$ cat src/rtl/ex_mdu_ctrl.sv
// rtl/ex_mdu_ctrl.sv - multi-cycle shift-add multiply / restoring divide sequencer beside the EX ALU
module ex_mdu_ctrl #(
  parameter int DATA_W = 32,
  parameter int CNT_W  = 6
) (
  input  logic              clk,
  input  logic              reset,
  input  logic              stall,
  input  logic              flush,
  input  logic              id_en,
  input  logic [1:0]        id_md_op,
  input  logic [DATA_W-1:0] id_alu_in_0,
  input  logic [DATA_W-1:0] id_alu_in_1,
  output logic              md_stall_req,
  output logic              md_valid,
  output logic [DATA_W-1:0] md_out,
  output logic              md_busy
);

  typedef enum logic [1:0] {
    S_IDLE = 2'd0,
    S_CALC = 2'd1,
    S_DONE = 2'd2
  } state_t;

  localparam logic [1:0] OP_MUL  = 2'b01;
  localparam logic [1:0] OP_DIVU = 2'b10;

  state_t            state;
  logic [1:0]        op_q;
  logic [DATA_W-1:0] mcand;
  logic [DATA_W-1:0] mplier;
  logic [DATA_W-1:0] acc;
  logic [DATA_W-1:0] dvd;
  logic [DATA_W-1:0] dvs;
  logic [DATA_W-1:0] quo;
  // Stored remainder is always below the divisor, so DATA_W bits suffice;
  // the full DATA_W+1 bit partial remainder only exists as rem_sh.
  logic [DATA_W-1:0] rem;
  logic [CNT_W-1:0]  cnt;
  logic              valid_q;
  logic [DATA_W-1:0] out_q;

  logic              start;
  logic              div_zero;
  logic [DATA_W-1:0] acc_nxt;
  logic [DATA_W:0]   rem_sh;
  logic              rem_ge;
  logic [DATA_W-1:0] rem_nxt;
  logic [DATA_W-1:0] quo_nxt;
  logic              last;
  logic [DATA_W-1:0] result_fin;

  // Start decode, stall request and one iteration of the multiply/divide datapath
  always_comb begin
    start      = (state == S_IDLE) && id_en && (id_md_op != 2'b00) && !flush;
    div_zero   = id_md_op[1] && (id_alu_in_1 == '0);
    acc_nxt    = acc + (mplier[0] ? mcand : '0);
    rem_sh     = {rem, dvd[DATA_W-1]};
    rem_ge     = (rem_sh >= {1'b0, dvs});
    rem_nxt    = rem_ge ? (rem_sh[DATA_W-1:0] - dvs) : rem_sh[DATA_W-1:0];
    quo_nxt    = (quo << 1) | DATA_W'(rem_ge);
    last       = (cnt == CNT_W'(DATA_W - 1));
    result_fin = rem_nxt;
    if (op_q == OP_MUL) begin
      result_fin = acc_nxt;
    end else if (op_q == OP_DIVU) begin
      result_fin = quo_nxt;
    end
  end

  assign md_stall_req = start || (state == S_CALC);
  assign md_valid     = valid_q;
  assign md_out       = out_q;
  assign md_busy      = (state != S_IDLE);

  // Sequencer FSM with datapath registers and registered result/valid
  always_ff @(posedge clk) begin
    if (reset || flush) begin
      state   <= S_IDLE;
      op_q    <= '0;
      mcand   <= '0;
      mplier  <= '0;
      acc     <= '0;
      dvd     <= '0;
      dvs     <= '0;
      quo     <= '0;
      rem     <= '0;
      cnt     <= '0;
      valid_q <= 1'b0;
      out_q   <= '0;
    end else begin
      case (state)
        S_IDLE: begin
          if (start) begin
            op_q   <= id_md_op;
            mcand  <= id_alu_in_0;
            mplier <= id_alu_in_1;
            dvd    <= id_alu_in_0;
            dvs    <= id_alu_in_1;
            acc    <= '0;
            quo    <= '0;
            rem    <= '0;
            cnt    <= '0;
            if (div_zero) begin
              // Divide by zero short-circuits: quotient all ones, remainder = dividend
              state   <= S_DONE;
              valid_q <= 1'b1;
              out_q   <= (id_md_op == OP_DIVU) ? '1 : id_alu_in_0;
            end else begin
              state <= S_CALC;
            end
          end
        end
        S_CALC: begin
          cnt <= cnt + CNT_W'(1);
          if (op_q == OP_MUL) begin
            acc    <= acc_nxt;
            mcand  <= mcand << 1;
            mplier <= mplier >> 1;
          end else begin
            rem <= rem_nxt;
            dvd <= dvd << 1;
            quo <= quo_nxt;
          end
          if (last) begin
            state   <= S_DONE;
            valid_q <= 1'b1;
            out_q   <= result_fin;
          end
        end
        S_DONE: begin
          // Hold the result while EX/MEM is stalled; never restart from here
          if (!stall) begin
            state   <= S_IDLE;
            valid_q <= 1'b0;
            out_q   <= '0;
          end
        end
        default: begin
          state   <= S_IDLE;
          valid_q <= 1'b0;
          out_q   <= '0;
        end
      endcase
    end
  end

endmodule

$ cat config.mk
export PLATFORM = sky130hd
export DESIGN_NAME = ex_mdu_ctrl
export DESIGN_NICKNAME = d
export VERILOG_FILES = /design/src/rtl/ex_mdu_ctrl.sv
export SDC_FILE = /design/constraint.sdc
export NUM_CORES = 1
export LEC_CHECK = 0
export BUFFER_PORTS_ARGS = -buffer_cell sky130_fd_sc_hd__buf_2
export CAP_MARGIN = 10
export CORE_MARGIN = 2
export CORE_UTILIZATION = 25
export CTS_BUF_LIST = sky130_fd_sc_hd__clkbuf_4
export DETAILED_ROUTE_END_ITERATION = 8
export GPL_TIMING_DRIVEN = 0
export HOLD_SLACK_MARGIN = 0.02
export PLACE_DENSITY_LB_ADDON = 0.05
export SETUP_SLACK_MARGIN = 0.3
export SYNTH_ARGS = -nofsm -noshare
export SYNTH_HDL_FRONTEND = slang
export SYNTH_SLANG_ARGS = --single-unit
$ cat constraint.sdc
create_clock -name clk -period 6.5 [get_ports clk]
set_clock_uncertainty 0.1 [all_clocks]
set_input_delay 0.65 -clock clk [delete_from_list [all_inputs] [get_ports clk]]
set_output_delay 0.65 -clock clk [all_outputs]
set_load 0.01 [all_outputs]
Word-level counts from Yosys, hierarchy flattened
Cells that the tools add are included.

$add $sub $neg: 3. $lt $le $gt $ge: 1. Equal/unequal tests: 12. Multiplexer cells: 37. Bitwise operators: 1. Reductions and logical operators: 18.

Operators with widths (number): two-way mux 32 bit (17); case mux 32 bit (2 select lines) (5); case mux 32 bit (3 select lines) (1); case mux 31 bit (2 select lines) (1); >= comparator 33 x 32 -> 1 bit (1); adder 32 bit (1); zero test 32 bit (1); bitwise OR 32 x 1 -> 32 bit (1); subtractor 32 bit (1); two-way mux 31 bit (1); inequality test 2 bit, second input constant (6); case mux 6 bit (2 select lines) (1); AND reduction 3 bit (3); two-way mux 2 bit (4); adder 6 x 1 -> 6 bit, second input constant (1); equality test 2 bit, second input constant (3); equality test 6 x 5 -> 1 bit, second input constant (1); two-way mux 6 bit (1); case mux 2 bit (3 select lines) (1); nonzero test 2 bit (3); equality test 2 x 1 -> 1 bit, second input constant (2); logical AND 1 bit (4); two-way mux 1 bit (4); AND reduction 2 bit (2); other kinds (5) (6).

Bits in registers: 266. Input port bits: 71. Word-level logic and storage cells: 84.

Logic depth before layout (Yosys ltp)
Depth after elaboration: 6. Mapped depth: 15. Gate-level depth less buffers: 14.

Worst setup path after synthesis
No wires, ideal clock.

Kind: reg-to-reg. Start point: register dvd[31]. End point: register out_q[16], in the netlist md_out[16]. Library setup time: 0.121 ns. Arrival time: 3.032 ns. Path slack: 3.247 ns. Stages on the path, launching flop included: 15. Buffers on the path: 0. Clock period less this slack: 3.253 ns. Cell sequence: dfxtp_1 inv_1 ha_1 inv_1 fa_1 a21o_2 a311o_1 a21o_2 a2111oi_4 o31ai_2 xor2_1 mux2_4 mux2_4 a21oi_2 o21ai_1.

Cells in the longest elaborated chain, start to end: 6. Elaborated cells on any way between the ends: 7. Those cells by class: add/sub (1); order compare (1); mux (5).

RTL lines: start: declaration (line 34) `logic [DATA_W-1:0] dvd;`; start signal: assignment (line 99) `dvd <= id_alu_in_0;`; start signal: assignment (line 123) `dvd <= dvd << 1;`; subtractor 32 bit or >= comparator 33 x 32 -> 1 bit (tied branches) (line 61, 60); two-way mux 32 bit * (line 61) `rem_nxt = rem_ge ? (rem_sh[DATA_W-1:0] - dvs) : rem_sh[DATA_W-1:0];`; two-way mux 32 bit * (line 67) `end else if (op_q == OP_DIVU) begin`; two-way mux 32 bit * (line 65) `if (op_q == OP_MUL) begin`; two-way mux 32 bit * (line 126) `if (last) begin`; case mux 32 bit (3 select lines) * (line 93) `case (state)`; end signal: assignment (line 109) `out_q <= (id_md_op == OP_DIVU) ? '1 : id_alu_in_0;`; end signal: assignment (line 129) `out_q <= result_fin;`; end: declaration (line 42) `logic [DATA_W-1:0] out_q;`.

Every way passes the cells marked *; elsewhere a longest branch is shown, timed or not. The select of a mux whose other input is x is not followed. A chain may end at the register's enable or synchronous reset.

Final worst setup path
Start point: register state[0]. End point: register out_q[22], in the netlist md_out[22].

Cells in the longest elaborated chain, start to end: 6. Elaborated cells on any way between the ends: 12. Those cells by class: eq/ne (6); mux (1); reduce/logical (5).

RTL lines: start: declaration (line 29) `state_t state;`; start signal: assignment (line 80) `state <= S_IDLE;`; start signal: assignment (line 107) `state <= S_DONE;`; start signal: assignment (line 111) `state <= S_CALC;`; zero test 2 bit (line 56, 93); logical AND 1 bit (3 in a row) (line 56) `start = (state == S_IDLE) && id_en && (id_md_op != 2'b00) && !flush;`; inequality test 2 bit (no line); AND reduction 4 bit (no line).

Several ways; a longest one is shown, not always the timed one.

==> metrics <==
result of the run finished clean; placed cell count 2827; area added between synthesis and finish 21.1%; Hold Startpoint id_alu_in_0[0]; Pwr per Cell Area 231 mW/mm^2; commonest non-fill, non-tap cells in the layout sky130_fd_sc_hd__nand2_1 (340), sky130_fd_sc_hd__dfxtp_1 (266), sky130_fd_sc_hd__nor2_1 (241); capturing element type of the critical path register; CTS tree yes; number of pins exceeding their max-slew limit in the final report 0; root buffer cell sky130_fd_sc_hd__clkbuf_4; number of CTS-inserted buffers 86; cells along the critical path clkbuf_1 -> nor2_1 -> o2111ai_1 -> nor4_1 -> buf_2 -> a21oi_1 -> a21boi_1 -> clkbuf_1 -> clkbuf_1 -> nand3_1 -> a21oi_1 -> nor2_1; main flop type after synthesis sky130_fd_sc_hd__dfxtp_1; area of the mapped netlist 0.0149 mm^2; initial standard-cell utilization of the core 25.2%; worst flop-to-flop path endpoint md_out[22]; Reg2Reg Depth 12; aggregate global-route resource usage 22.8%; first-pass GRT wire length 102 mm; end of the worst hold path dvd[0]; GRT Residual Overflow 0; total via count in the routed design 15600; clock input transition at the sequential cells of the worst setup and hold paths 70 ps; antenna violations before repair 1; highest achievable clock rate 227 MHz; NumNets Final 2341; clock network latency to the later pin of the worst-skew pair 860 ps; sinks on the clock net 266; gp weighted congestion 0.881; worst slew margin relative to its limit 23.4%; count of placed standard cells in the final layout, fillers left out 3034; area fraction of the dominant cell type after synthesis 35.7%; number of buffer cells added on primary ports 105; syn_area_per_cell 7.65 um^2; flop and latch count out of synthesis 266; yosys synthesis warning count 0; Crit Path Max Fanout 10; cell accounting for the most synthesized area sky130_fd_sc_hd__dfxtp_1; Die ar. 0.0616 mm^2; data required time of the critical path 7110 ps; endpoints failing hold 0; worst reg-to-reg setup slack 2090 ps; I/O pins 106; number of gates resized after cts 0; largest net degree at the start of global routing 13; type of the worst setup path reg -> reg; Worst Hold Margin 112 ps; period utilisation layout 67.9%; placement row count 89; setup slack after placement 2060 ps; HP Class in -> reg; Total Negative Setup Slacks 0 ps; Antenna Violating Nets Remaining 0; FF-to-FF Start state[0]; number of setup violations in the final report 0; half-perimeter wire length after placement 54.2 mm; data arrival time of the worst path 5030 ps; Buf/Inv on CP 4; htree depth 3; min Tclk post-route 4410 ps; largest cells by area after synthesis sky130_fd_sc_hd__dfxtp_1 (36%), sky130_fd_sc_hd__nand2_1 (8.6%), sky130_fd_sc_hd__a21oi_1 (6.8%); commonest non-fill, non-tap cell in the layout sky130_fd_sc_hd__nand2_1; fraction of final layout cells sized beyond drive strength 1 12.7%; width of the chip 248 um; unique cell type count in the Yosys netlist 81; synthesized instance count 1948; drt first pass iters 6; DRC violation total after the first TritonRoute iteration 1246; synthesized netlist net count 2085; worst-case vdd ir drop 0.0000933 V; slowest stage cell on the critical path sky130_fd_sc_hd__o2111ai_1; filler cell count in the final layout 6559; Worst Tran Pin Value 1150 ps; RSZ-0062 raised after global routing no; sequential share of the synthesized area 35.7%; number of enable flip-flop cells after synthesis 0; cell family with most CP delay buffers and inverters; final worst-path setup slack 2090 ps; type of origin of the critical path register; cell depth of the worst hold path 3; number of remaining DRC errors 0; drt total wl 70.5 mm; Reg area 0.00533 mm^2; async set-reset flop share out of synthesis 0%; ratio of routed vias to standard cells 5.15; crit-path most repeated cell sky130_fd_sc_hd__clkbuf_1; number of buffers on the longest clock path 3; height of the die 248 um; number of global-route vias before repair 15100; mean routed wirelength per cell 23.2 um; largest incremental delay on the critical path 530 ps; standard cell core area 0.0590 mm^2; area used by multi-input combinational logic 0.00882 mm^2; reported max-cap violation count 0; leak pwr 0.00695 uW
-- layer usage --
| metal | up-vias | share of wire [%] | routed length [um] | track usage, % |
|---|---|---|---|---|
| met5 | - | 0 | 0 | 0 |
| met4 | 0 | 1.7 | 1210 | 6.11 |
| met3 | 86 | 5.4 | 3780 | 3.51 |
| met2 | 430 | 44 | 30800 | 34.8 |
| met1 | 7623 | 49 | 34700 | 33.2 |
| li1 | 7483 | - | - | - |
-- flip-flops by register name, indices dropped and copies added (netlist names), 6 cells and up --
name	flops
acc	32
cnt	6
dvd	32
dvs	32
mcand	32
md_out	32
mplier	32
quo	31
rem	32
-- worst max-delay path by stage --
| stage | end | depth (start not counted) | from | slack [ps] |
|---|---|---|---|---|
| floorplan | md_out[16] | 14 | dvd[31] | 3250 |
| global placement | md_out[22] | 11 | id_md_op[1] | 1370 |
| detailed placement | md_out[22] | 11 | id_md_op[1] | 2060 |
| CTS | md_out[12] | 12 | state[0] | 2060 |
| global route | md_out[12] | 12 | state[0] | 1710 |
| finish | md_out[22] | 12 | state[0] | 2090 |
-- synth_stat cells (15+ instances only) --
library cell / count
sky130_fd_sc_hd__a311oi_1: 61
sky130_fd_sc_hd__a21o_1: 21
sky130_fd_sc_hd__o21ai_0: 60
sky130_fd_sc_hd__nor2_1: 241
sky130_fd_sc_hd__nand2b_1: 15
sky130_fd_sc_hd__nand2_1: 340
sky130_fd_sc_hd__xor2_1: 22
sky130_fd_sc_hd__clkbuf_1: 115
sky130_fd_sc_hd__and3_1: 17
sky130_fd_sc_hd__and2_1: 37
sky130_fd_sc_hd__a22oi_1: 76
sky130_fd_sc_hd__a31oi_1: 21
sky130_fd_sc_hd__a21oi_1: 201
sky130_fd_sc_hd__ha_1: 64
sky130_fd_sc_hd__nand3_1: 40
sky130_fd_sc_hd__inv_1: 49
sky130_fd_sc_hd__dfxtp_1: 266
sky130_fd_sc_hd__mux2i_1: 20
sky130_fd_sc_hd__nor3_1: 21
sky130_fd_sc_hd__xnor2_1: 35
sky130_fd_sc_hd__o211ai_1: 20
-- worst min-delay path: stages --
cell                      delay [ps]
sky130_fd_sc_hd__buf_2           150
sky130_fd_sc_hd__nand2_1         150
sky130_fd_sc_hd__a21oi_1          80
-- where the power goes --
| group | switching (uW) | internal (uW) | leakage, uW |
|---|---|---|---|
| sequential | 14.3 | 1650 | 0.00215 |
| clock | 848 | 871 | 0.000618 |
| combinational | 513 | 261 | 0.00418 |
| total | 1380 | 2790 | 0.00695 |
-- timing repair --
| action | 4_1_cts | 5_1_grt |
|---|---|---|
| buffers inserted | 0 | 0 |
| endpoints found under the hold margin | 92 | 0 |
| setup endpoints to repair | 0 | 0 |
| hold buffers | 62 | 0 |
-- stage by stage --
| step | area [um^2] | util, % | total power (uW) |
|---|---|---|---|
| after global placement | 16400 | 27.8 | 2450 |
| after CTS | 18000 | 30.6 | 4230 |
| after detailed placement | 16400 | 27.8 | 2450 |
| final | 18000 | 30.6 | 4160 |
| after global routing | 18000 | 30.6 | 4370 |
| after floorplan | 14900 | - | 2140 |
-- kinds of logic after synthesis --
| kind of cell | after synthesis | synth area share, % |
|---|---|---|
| adder cells (fa/ha/maj) | 66 | 5.64 |
| XOR/XNOR | 57 | 3.35 |
| multiplexers | 32 | 2.33 |
| buffers and inverters | 184 | 5.08 |
| AND/OR/NAND/NOR | 765 | 22.1 |
| flip-flops | 266 | 35.7 |
| AO/OA/AOI/OAI | 578 | 25.8 |
-- cell type report --
type / count / area share [%]
multi-input combinational: 1498 / 48.9
sequential: 266 / 29.5
timing repair buffer: 168 / 6.38
tap: 773 / 5.36
clock buffer: 125 / 5.20
buffer: 134 / 3.16
inverter: 50 / 1.04
clock inverter: 18 / 0.430
antenna: 2 / 0.0277
No activity file was read; power rests on OpenSTA's default activity.
